[config.mk]
export PLATFORM = sky130hd
export DESIGN_NAME = d_search
export DESIGN_NICKNAME = d
export VERILOG_FILES = /design/src/rtl/d_search.sv
export SDC_FILE = /design/constraint.sdc
export NUM_CORES = 1
export LEC_CHECK = 0
export ABC_CLOCK_PERIOD_IN_PS = 4500
export BUFFER_PORTS_ARGS = -buffer_cell sky130_fd_sc_hd__buf_2
export CAP_MARGIN = 20
export CORE_ASPECT_RATIO = 1.75
export CORE_MARGIN = 2
export CORE_UTILIZATION = 61
export CTS_BUF_LIST = sky130_fd_sc_hd__clkbuf_2
export DETAILED_ROUTE_END_ITERATION = 10
export PLACE_DENSITY = 0.83
export SLEW_MARGIN = 10
export SYNTH_ARGS = -nofsm -noshare
export SYNTH_HDL_FRONTEND = slang
export SYNTH_SLANG_ARGS = --single-unit
[constraint.sdc]
create_clock -name clk -period 4.5 [get_ports clk]
set_input_delay 0.45 -clock clk [delete_from_list [all_inputs] [get_ports clk]]
set_output_delay 0.45 -clock clk [all_outputs]
set_load 0.01 [all_outputs]
[src/rtl/d_search.sv]
// d_search: sequential sweep for the modular inverse d of e modulo L, using add/subtract only.
// Optional D_STREAM_EN exposes every swept candidate on d_possible/d_cand_vld.
module d_search #(
    parameter int size = 4
) (
    input  logic              clk,
    input  logic              rst_n,
    input  logic              start,
    input  logic [size-1:0]   e,
    input  logic [2*size-1:0] L,
    output logic              busy,
    output logic              done,
    output logic              found,
    output logic [2*size-1:0] d_out,
    output logic [2*size-1:0] d_possible,
    output logic              d_cand_vld
);
    localparam int W = 2 * size;
    localparam logic [W-1:0] ONE = W'(1);
    localparam logic [W-1:0] TWO = W'(2);

    // Handshake: start is sampled only in IDLE/DONE; done is a one-cycle pulse,
    // found/d_out are valid with done and held until the next accepted start.
    typedef enum logic [1:0] {IDLE, REDUCE, SEARCH, DONE} state_t;

    state_t          state;
    logic [size-1:0] e_r;
    logic [W-1:0]    l_r;
    logic [W-1:0]    d;
    logic [W-1:0]    r;
    logic [W-1:0]    e_ext;
    logic [W:0]      sum;
    logic [W:0]      diff;

    assign e_ext = {{(W-size){1'b0}}, e_r};
    // One extra bit so r + e_r can never overflow before the modular correction.
    assign sum   = {1'b0, r} + {1'b0, e_ext};
    assign diff  = sum - {1'b0, l_r};

    always_ff @(posedge clk or negedge rst_n) begin
        if (!rst_n) begin
            state <= IDLE;
            e_r   <= '0;
            l_r   <= '0;
            d     <= '0;
            r     <= '0;
            busy  <= 1'b0;
            done  <= 1'b0;
            found <= 1'b0;
            d_out <= '0;
        end else begin
            done <= 1'b0;
            case (state)
                IDLE, DONE: begin
                    if (start) begin
                        e_r   <= e;
                        l_r   <= L;
                        busy  <= 1'b1;
                        found <= 1'b0;
                        d_out <= '0;
                        state <= REDUCE;
                    end else begin
                        state <= IDLE;
                    end
                end
                REDUCE: begin
                    if (l_r < TWO) begin
                        found <= 1'b0;
                        d_out <= '0;
                        busy  <= 1'b0;
                        done  <= 1'b1;
                        state <= DONE;
                    end else if (e_ext >= l_r) begin
                        // l_r <= e_r here, so its upper half is zero.
                        e_r <= e_r - l_r[size-1:0];
                    end else begin
                        d     <= ONE;
                        r     <= e_ext;
                        state <= SEARCH;
                    end
                end
                SEARCH: begin
                    if (r == ONE) begin
                        found <= 1'b1;
                        d_out <= d;
                        busy  <= 1'b0;
                        done  <= 1'b1;
                        state <= DONE;
                    end else if (d == l_r - ONE) begin
                        found <= 1'b0;
                        d_out <= '0;
                        busy  <= 1'b0;
                        done  <= 1'b1;
                        state <= DONE;
                    end else begin
                        d <= d + ONE;
                        r <= (sum >= {1'b0, l_r}) ? diff[W-1:0] : sum[W-1:0];
                    end
                end
                default: state <= IDLE;
            endcase
        end
    end

`ifdef D_STREAM_EN
    assign d_cand_vld = (state == SEARCH);
    assign d_possible = (state == SEARCH) ? d : '0;
`else
    assign d_cand_vld = 1'b0;
    assign d_possible = '0;
`endif

endmodule

==> results.txt, run 1 <==
- Setup TNS Final: 0 ps
* Worst min-delay path class: input pin to async pin
* Avg Synthesized Cell Area: around 9.5 um^2
- The commonest cells after synthesis are sky130_fd_sc_hd__dfrtp_1 (41), sky130_fd_sc_hd__inv_1 (27), sky130_fd_sc_hd__ha_1 (20).
* EDFF count, synth: 0
- At the worst endpoint, the required time is around 4800 ps.
* Average detailed-routed wire length per instance: between 15 and 20 um
* Antenna violation net count after detailed routing: 0
* Post-detailed-route DRC marker count: 0
* Overall fraction of global-route tracks in use: around a quarter
* Arrival time at the worst endpoint: about 4300 ps
- Category of the critical setup timing path: register to register
- For this run, asynchronously set or reset flops after synthesis account for 100%.
- The worst setup path is launched from a register.
* Count of H-tree levels built during CTS: 2
- Final setup violating endpoints: 0
- The slowest stage of the critical path belongs to the cell sky130_fd_sc_hd__a2111o_1.
* Ratio of routed vias to standard cells: 6.28
- The number of antenna violations at the first check in global routing is 0.
- Post-route clock period utilization: 86.9%
- Traced cell by cell, the critical path runs through ha_1 -> fa_1 -> a211oi_1 -> nor2_1 -> nor2_1 -> ha_1 -> o21ai_0 -> o2bb2ai_1 -> a41oi_1 -> a2111o_1 -> mux2_2 -> a221o_1.
- Detailed placement finished with a half-perimeter wire length of approximately 5300 um.
- Crit path buffers/inverters: 0
- The congestion estimate from routability-driven global placement came to about 0.90.
- Kind of end point of the critical path: register
* Post-synthesis instance area: 3070 um^2
- Number of buffers inserted by post-CTS setup repair: 0
* Clock sinks: 41
* Count of distinct cell types in the synthesized netlist: 66
* Most used flip-flop cell after synthesis: sky130_fd_sc_hd__dfrtp_1
- Ranked by total cell area, the synthesized netlist is headed by sky130_fd_sc_hd__dfrtp_1 (33%), sky130_fd_sc_hd__ha_1 (8.1%), sky130_fd_sc_hd__mux2_2 (4.0%), sky130_fd_sc_hd__inv_1 (3.3%), sky130_fd_sc_hd__mux2i_1 (3.3%).
* Max stage delay on crit path: ~650 ps
- CTS clock-pin slew for the worst setup and hold paths: approximately 240 ps
- Cells with a size suffix above 1 make up roughly 17% of the layout.
- The number of gates resized after CTS was 0.
- TritonCTS clock tree: done
- Number of port buffers: 25
- Final-report max-slew violation count: 0
* Status: finished clean
* #FFs+latches synth: 41
- The number of hold violations in the final report is 0.
- Crit path max fanout: 10
* Longest Clk Path Bufs: 2
* Floorplan core area: 4890 um^2
* Site Rows: 34
* Height of the die: around 98 um
- Number of buffers inserted by hold repair at cts: 0
- Based on the critical path, the design can be clocked at up to around 260 MHz.
- CTS placed an instance of sky130_fd_sc_hd__clkbuf_2 at the clock tree root.
* Final wirelength: slightly below 7000 um
- For this run the aggregate overflow at the end of global routing stands at 0.
- Die Footprint: ~5600 um^2
- For the finished layout, the period the worst path requires is between 3000 and 4000 ps.
* Final antenna diode count: 0
- In the final design database the tool counted ~380 nets.
- TritonCTS Buffers: 5
- Yosys printed 0 warnings.
* Largest net degree at the start of global routing: 42
* Unrepaired setup endpoints after global routing: false
- The pre-antenna-repair detailed-routing pass consisted of 5 iterations.
- Area fraction of the dominant cell type after synthesis: roughly a third
* Detailed router's first-iteration violation count: 105
- The layout has ~400 filler cells.
- The die is 57.7 um wide.
- Sequential cells were found to cover roughly 33% of the synthesized design area.
- Vias in the first global route: between 2000 and 3000
* Final clock skew: 21.5 ps
- CP top delay family: compound AO/OA/AOI/OAI gates
- Post-Syn Instances: roughly 320
* Number of ports placed on the die boundary: 35
- The routed layout has 2512 vias.
- Clock latency reported for the late side of the worst-skew pair: around 420 ps
- The first global-routing pass estimated between 10000 and 15000 um of wire.
- Slew margin rel.: 37.8%
* Starting density of the core: 62.8%
- Of all cell types, the one taking the most synthesized area is sky130_fd_sc_hd__dfrtp_1.
- In the post-synthesis netlist, the cell with the most instances is sky130_fd_sc_hd__dfrtp_1.
* Number of violations of the max-capacitance limit: 0
- From synthesis to final layout, the design area changed by 4.52%.
- Worst Tran Pin Value: 933 ps
-- registers in the layout (all words and copies together) (netlist names) --
| signal | count |
|---|---|
| d | 8 |
| d_out | 8 |
| l_r | 8 |
| r | 8 |
| e_r | 4 |
| state | 2 |
| busy | 1 |
| done | 1 |
| found | 1 |
-- area by class of cell --
cell class / instances / area [um^2] / share of cell area, %
Clock buffer: 5 / 25.0 / 0.779
Clock inverter: 3 / 17.5 / 0.545
Inverter: 27 / 101 / 3.16
Multi-Input combinational cell: 244 / 1840 / 57.3
Sequential cell: 41 / 1030 / 31.9
Tap cell: 54 / 67.6 / 2.10
Timing Repair Buffer: 26 / 133 / 4.13
-- metal layers --
layer | GRT usage (%) | part of all wire (%) | vias to the layer above | wire length, um
li1 | - | - | 1206 | -
met2 | 46.5 | 53 | 83 | 3670
met4 | 14.8 | 4.9 | 0 | 340
met1 | 30.2 | 39 | 1192 | 2680
met3 | 3.31 | 3.8 | 31 | 264
met5 | 0 | 0 | - | 0
-- stage by stage --
stage               cell area [um^2]  std cells  hold WS, ps  setup WS [ps]  utilization, %
finish                          3210        400          127            590            65.7
global route                    3210        400          183            321            65.7
CTS                             3210        400          152            627            65.7
detailed placement              3170        392          460            652            64.8
global placement                3170        392          455            758            64.8
floorplan                       3100        332          154            917               -
-- cells in the final DEF, fill, tap and decap left out, types with 3 or more instances in the layout --
cell type and count:
sky130_fd_sc_hd__nor2_1 19, sky130_fd_sc_hd__dfrtp_1 41, sky130_fd_sc_hd__a21boi_0 3, sky130_fd_sc_hd__conb_1 9, sky130_fd_sc_hd__o221ai_1 4, sky130_fd_sc_hd__nor4_1 7
sky130_fd_sc_hd__a21oi_1 14, sky130_fd_sc_hd__inv_1 27, sky130_fd_sc_hd__o21ai_0 17, sky130_fd_sc_hd__nor3b_1 3, sky130_fd_sc_hd__o22a_1 5, sky130_fd_sc_hd__xnor2_1 9
sky130_fd_sc_hd__a22o_1 9, sky130_fd_sc_hd__nor3_1 7, sky130_fd_sc_hd__a211oi_1 3, sky130_fd_sc_hd__xor2_1 8, sky130_fd_sc_hd__clkbuf_2 5, sky130_fd_sc_hd__nor2b_1 3
sky130_fd_sc_hd__and3_1 7, sky130_fd_sc_hd__buf_2 25, sky130_fd_sc_hd__nand2_1 19, sky130_fd_sc_hd__nand3_1 3, sky130_fd_sc_hd__ha_1 20, sky130_fd_sc_hd__mux2i_1 10
sky130_fd_sc_hd__a21o_1 5, sky130_fd_sc_hd__fa_1 3, sky130_fd_sc_hd__mux2_2 11, sky130_fd_sc_hd__or2_2 3
-- worst paths after layout --
check	start	cells past startpoint	endpoint	slack [ps]
setup / recovery	e_r[0]$_DFFE_PN0P_	12	r[6]$_DFFE_PN0P_	590
hold / removal	rst_n	1	d_out[4]$_DFFE_PN0P_	130
setup reg to reg	e_r[0]$_DFFE_PN0P_	12	r[6]$_DFFE_PN0P_	590
hold reg to reg	found$_DFFE_PN0P_	1	found$_DFFE_PN0P_	510
max in group asynchronous	rst_n	1	d[0]$_DFFE_PN0P_	3790
min in group clk	L[3]	2	l_r[3]$_DFFE_PN0P_	230
-- cells by family (layout without fill, tap and decap cells) --
kind of cell | after synthesis | count (layout) | synth area share (%)
AOI/OAI and AO/OA | 84 | 84 | 20.6
and+or+nand+nor | 89 | 89 | 15.6
adders and majority gates | 23 | 23 | 10.1
xor gates and xnor gates | 17 | 17 | 4.85
other | 1 | 9 | 0.122
DFF | 41 | 41 | 33.4
buffers and inverters | 47 | 61 | 7.65
muxes | 22 | 22 | 7.78
Power of run 1 is not shown: default switching activity piles up to over one toggle a cycle in this logic, so the estimate is an artifact.
==> run 2: changes to the inputs <==
--- a/config.mk
+++ b/config.mk
@@ -14,6 +14,7 @@
 export CTS_BUF_LIST = sky130_fd_sc_hd__clkbuf_2
 export DETAILED_ROUTE_END_ITERATION = 10
 export PLACE_DENSITY = 0.83
+export REMOVE_ABC_BUFFERS = 1
 export SLEW_MARGIN = 10
 export SYNTH_ARGS = -nofsm -noshare
 export SYNTH_HDL_FRONTEND = slang
==> results.txt, run 2 (synthesis results as in run 1) <==
- Status: finished clean
- Post-route clock period utilization: between 80 and 90%
* Clock sinks: around 40
* Unrepaired setup endpoints after global routing: false
- Number of port buffers: 25
- Entering global routing, the biggest net connects 42 pins.
- Worst Tran Pin Value: roughly 1000 ps
- The first TritonRoute pass finished after 4 iterations.
- TritonCTS created 5 clock buffers.
* Number of buffers inserted by hold repair at cts: 0
- Number of vias after detailed routing: between 2000 and 3000
- Die Footprint: 5640 um^2
* Detailed router's first-iteration violation count: slightly above 100
- Initial antenna violation count: 0
- The tree is rooted in a sky130_fd_sc_hd__clkbuf_2.
- For this run, design rule violations remaining after detail routing come to 0.
* Category of the critical setup timing path: register to register
- In the layout the commonest cells are sky130_fd_sc_hd__dfrtp_1 (41), sky130_fd_sc_hd__inv_1 (27), sky130_fd_sc_hd__buf_2 (25).
* Startpoint class of the critical path: register
- Number of resized instances in the post-cts repair step: 0
* Number of ports placed on the die boundary: 35
- Starting density of the core: a little over three fifths
- Number of buffers inserted by post-CTS setup repair: 0
* Antenna violation net count after detailed routing: 0
* Net count reported at finish: about 380
- Final-report max-slew violation count: 0
* Longest Clk Path Bufs: 2
* Achievable clock frequency: between 200 and 300 MHz
- Floorplan core area: between 4000 and 5000 um^2
- Final setup violating endpoints: 0
- The number of hold violations in the final report came to 0.
* Final clock skew: around 34 ps
- Detailed placement ended at an HPWL of around 5300 um.
* Ratio of routed vias to standard cells: ~6.4
* Slew margin rel.: between 30% and 40%
- TritonCTS built the clock tree.
- The initialized floorplan defines 34 standard-cell rows.
* Final antenna diode count: 0
- Count of H-tree levels built during CTS: 2
- Layout cell share with drive strength beyond 1: roughly 17%
- Final RePlAce weighted congestion: around 0.94
- Layout filler cell count: 404
- The first global-routing pass estimated about 11000 um of wire.
* Height of the die: just under 100 um
* Setup TNS Final: 0 ps
- Worst min-delay path class: input pin to async pin
- The library cell used most frequently in the layout, excluding fill and tap cells, is sky130_fd_sc_hd__dfrtp_1.
- Tmin final: about 3900 ps
* Kind of end point of the critical path: register
- From left edge to right edge, the die measures about 58 um.
- The via count of the first global-routing pass came to between 2000 and 2500.
- Dividing the detail-routed wire length by the instance count gives 17.6 um.
- Clock latency reported for the late side of the worst-skew pair: ~450 ps
* Arrival time at the worst endpoint: about 4300 ps
* Overall fraction of global-route tracks in use: between 20% and 30%
- Number of violations of the max-capacitance limit: 0
- Global routing finished with a remaining overflow of 0.
- After clock tree synthesis, the clock-pin slew on the worst setup and hold paths is between 200 and 300 ps.
- Data on the critical path is required at its endpoint by 4840 ps.
- Crit path max fanout: 10
* Final wirelength: 7020 um
- Growth of design area from synthesis to finish: 5.94%
==> run 2: cell count changes in the layout (fill, tap and decap cells not counted), sizes merged <==
cell,delta
buf,-1
bufinv,+2
clkinv,-2
clkinvlp,-1
inv,+1
==> run 2: path summary, 6_finish.rpt <==
path | endpoint | slack (ps) | depth (start not counted) | from
max | r[6]$_DFFE_PN0P_ | 580 | 12 | e_r[0]$_DFFE_PN0P_
min | d[5]$_DFFE_PN0P_ | 80 | 1 | rst_n
max reg2reg | r[6]$_DFFE_PN0P_ | 580 | 12 | e_r[0]$_DFFE_PN0P_
min reg2reg | found$_DFFE_PN0P_ | 510 | 1 | found$_DFFE_PN0P_
max in group asynchronous | e_r[1]$_DFFE_PN0P_ | 3830 | 1 | rst_n
min in group clk | l_r[5]$_DFFE_PN0P_ | 200 | 2 | L[5]
==> run 2: per-layer routing <==
metal | share of wire [%] | routed length [um] | GRT usage [%]
met3 | 3.7 | 258 | 4.24
met5 | 0 | 0 | 0
met2 | 53 | 3750 | 46.2
met4 | 5.2 | 362 | 15.2
met1 | 38 | 2650 | 28.4
==> run 2: per-stage QoR <==
stage          cell area [um^2]  hold WS (ps)  util, %  instances  worst slack (ps)
3_3_place_gp               3160           453     64.6        391               787
6_report                   3260          83.3     66.5        399               581
4_1_cts                    3260           122     66.5        399               623
5_1_grt                    3260           158     66.5        399               381
3_5_place_dp               3160           466     64.6        391               641
2_1_floorplan              2970           154        -        312               964
==> run 2: critical path, stage by stage, from the launching register on <==
cell and delay (ps):
sky130_fd_sc_hd__dfrtp_1 470, sky130_fd_sc_hd__ha_1 250, sky130_fd_sc_hd__fa_1 430, sky130_fd_sc_hd__a21o_1 190
sky130_fd_sc_hd__a211oi_1 240, sky130_fd_sc_hd__nor2_1 90, sky130_fd_sc_hd__ha_1 370, sky130_fd_sc_hd__o21ai_0 220
sky130_fd_sc_hd__o2bb2ai_1 150, sky130_fd_sc_hd__a41oi_1 90, sky130_fd_sc_hd__a2111o_1 660, sky130_fd_sc_hd__mux2_2 350
sky130_fd_sc_hd__a221o_1 340
==> run 2: cell type report <==
class | instances | area (um^2) | area share [%]
Timing Repair Buffer | 25 | 125 | 3.84
Tap cell | 54 | 67.6 | 2.08
Multi-Input combinational cell | 244 | 1840 | 56.6
Sequential cell | 41 | 1030 | 31.5
Inverter | 27 | 101 | 3.11
Clock buffer | 5 | 25.0 | 0.769
Clock inverter | 3 | 68.8 | 2.11
Power of run 2 is left out for the same reason.
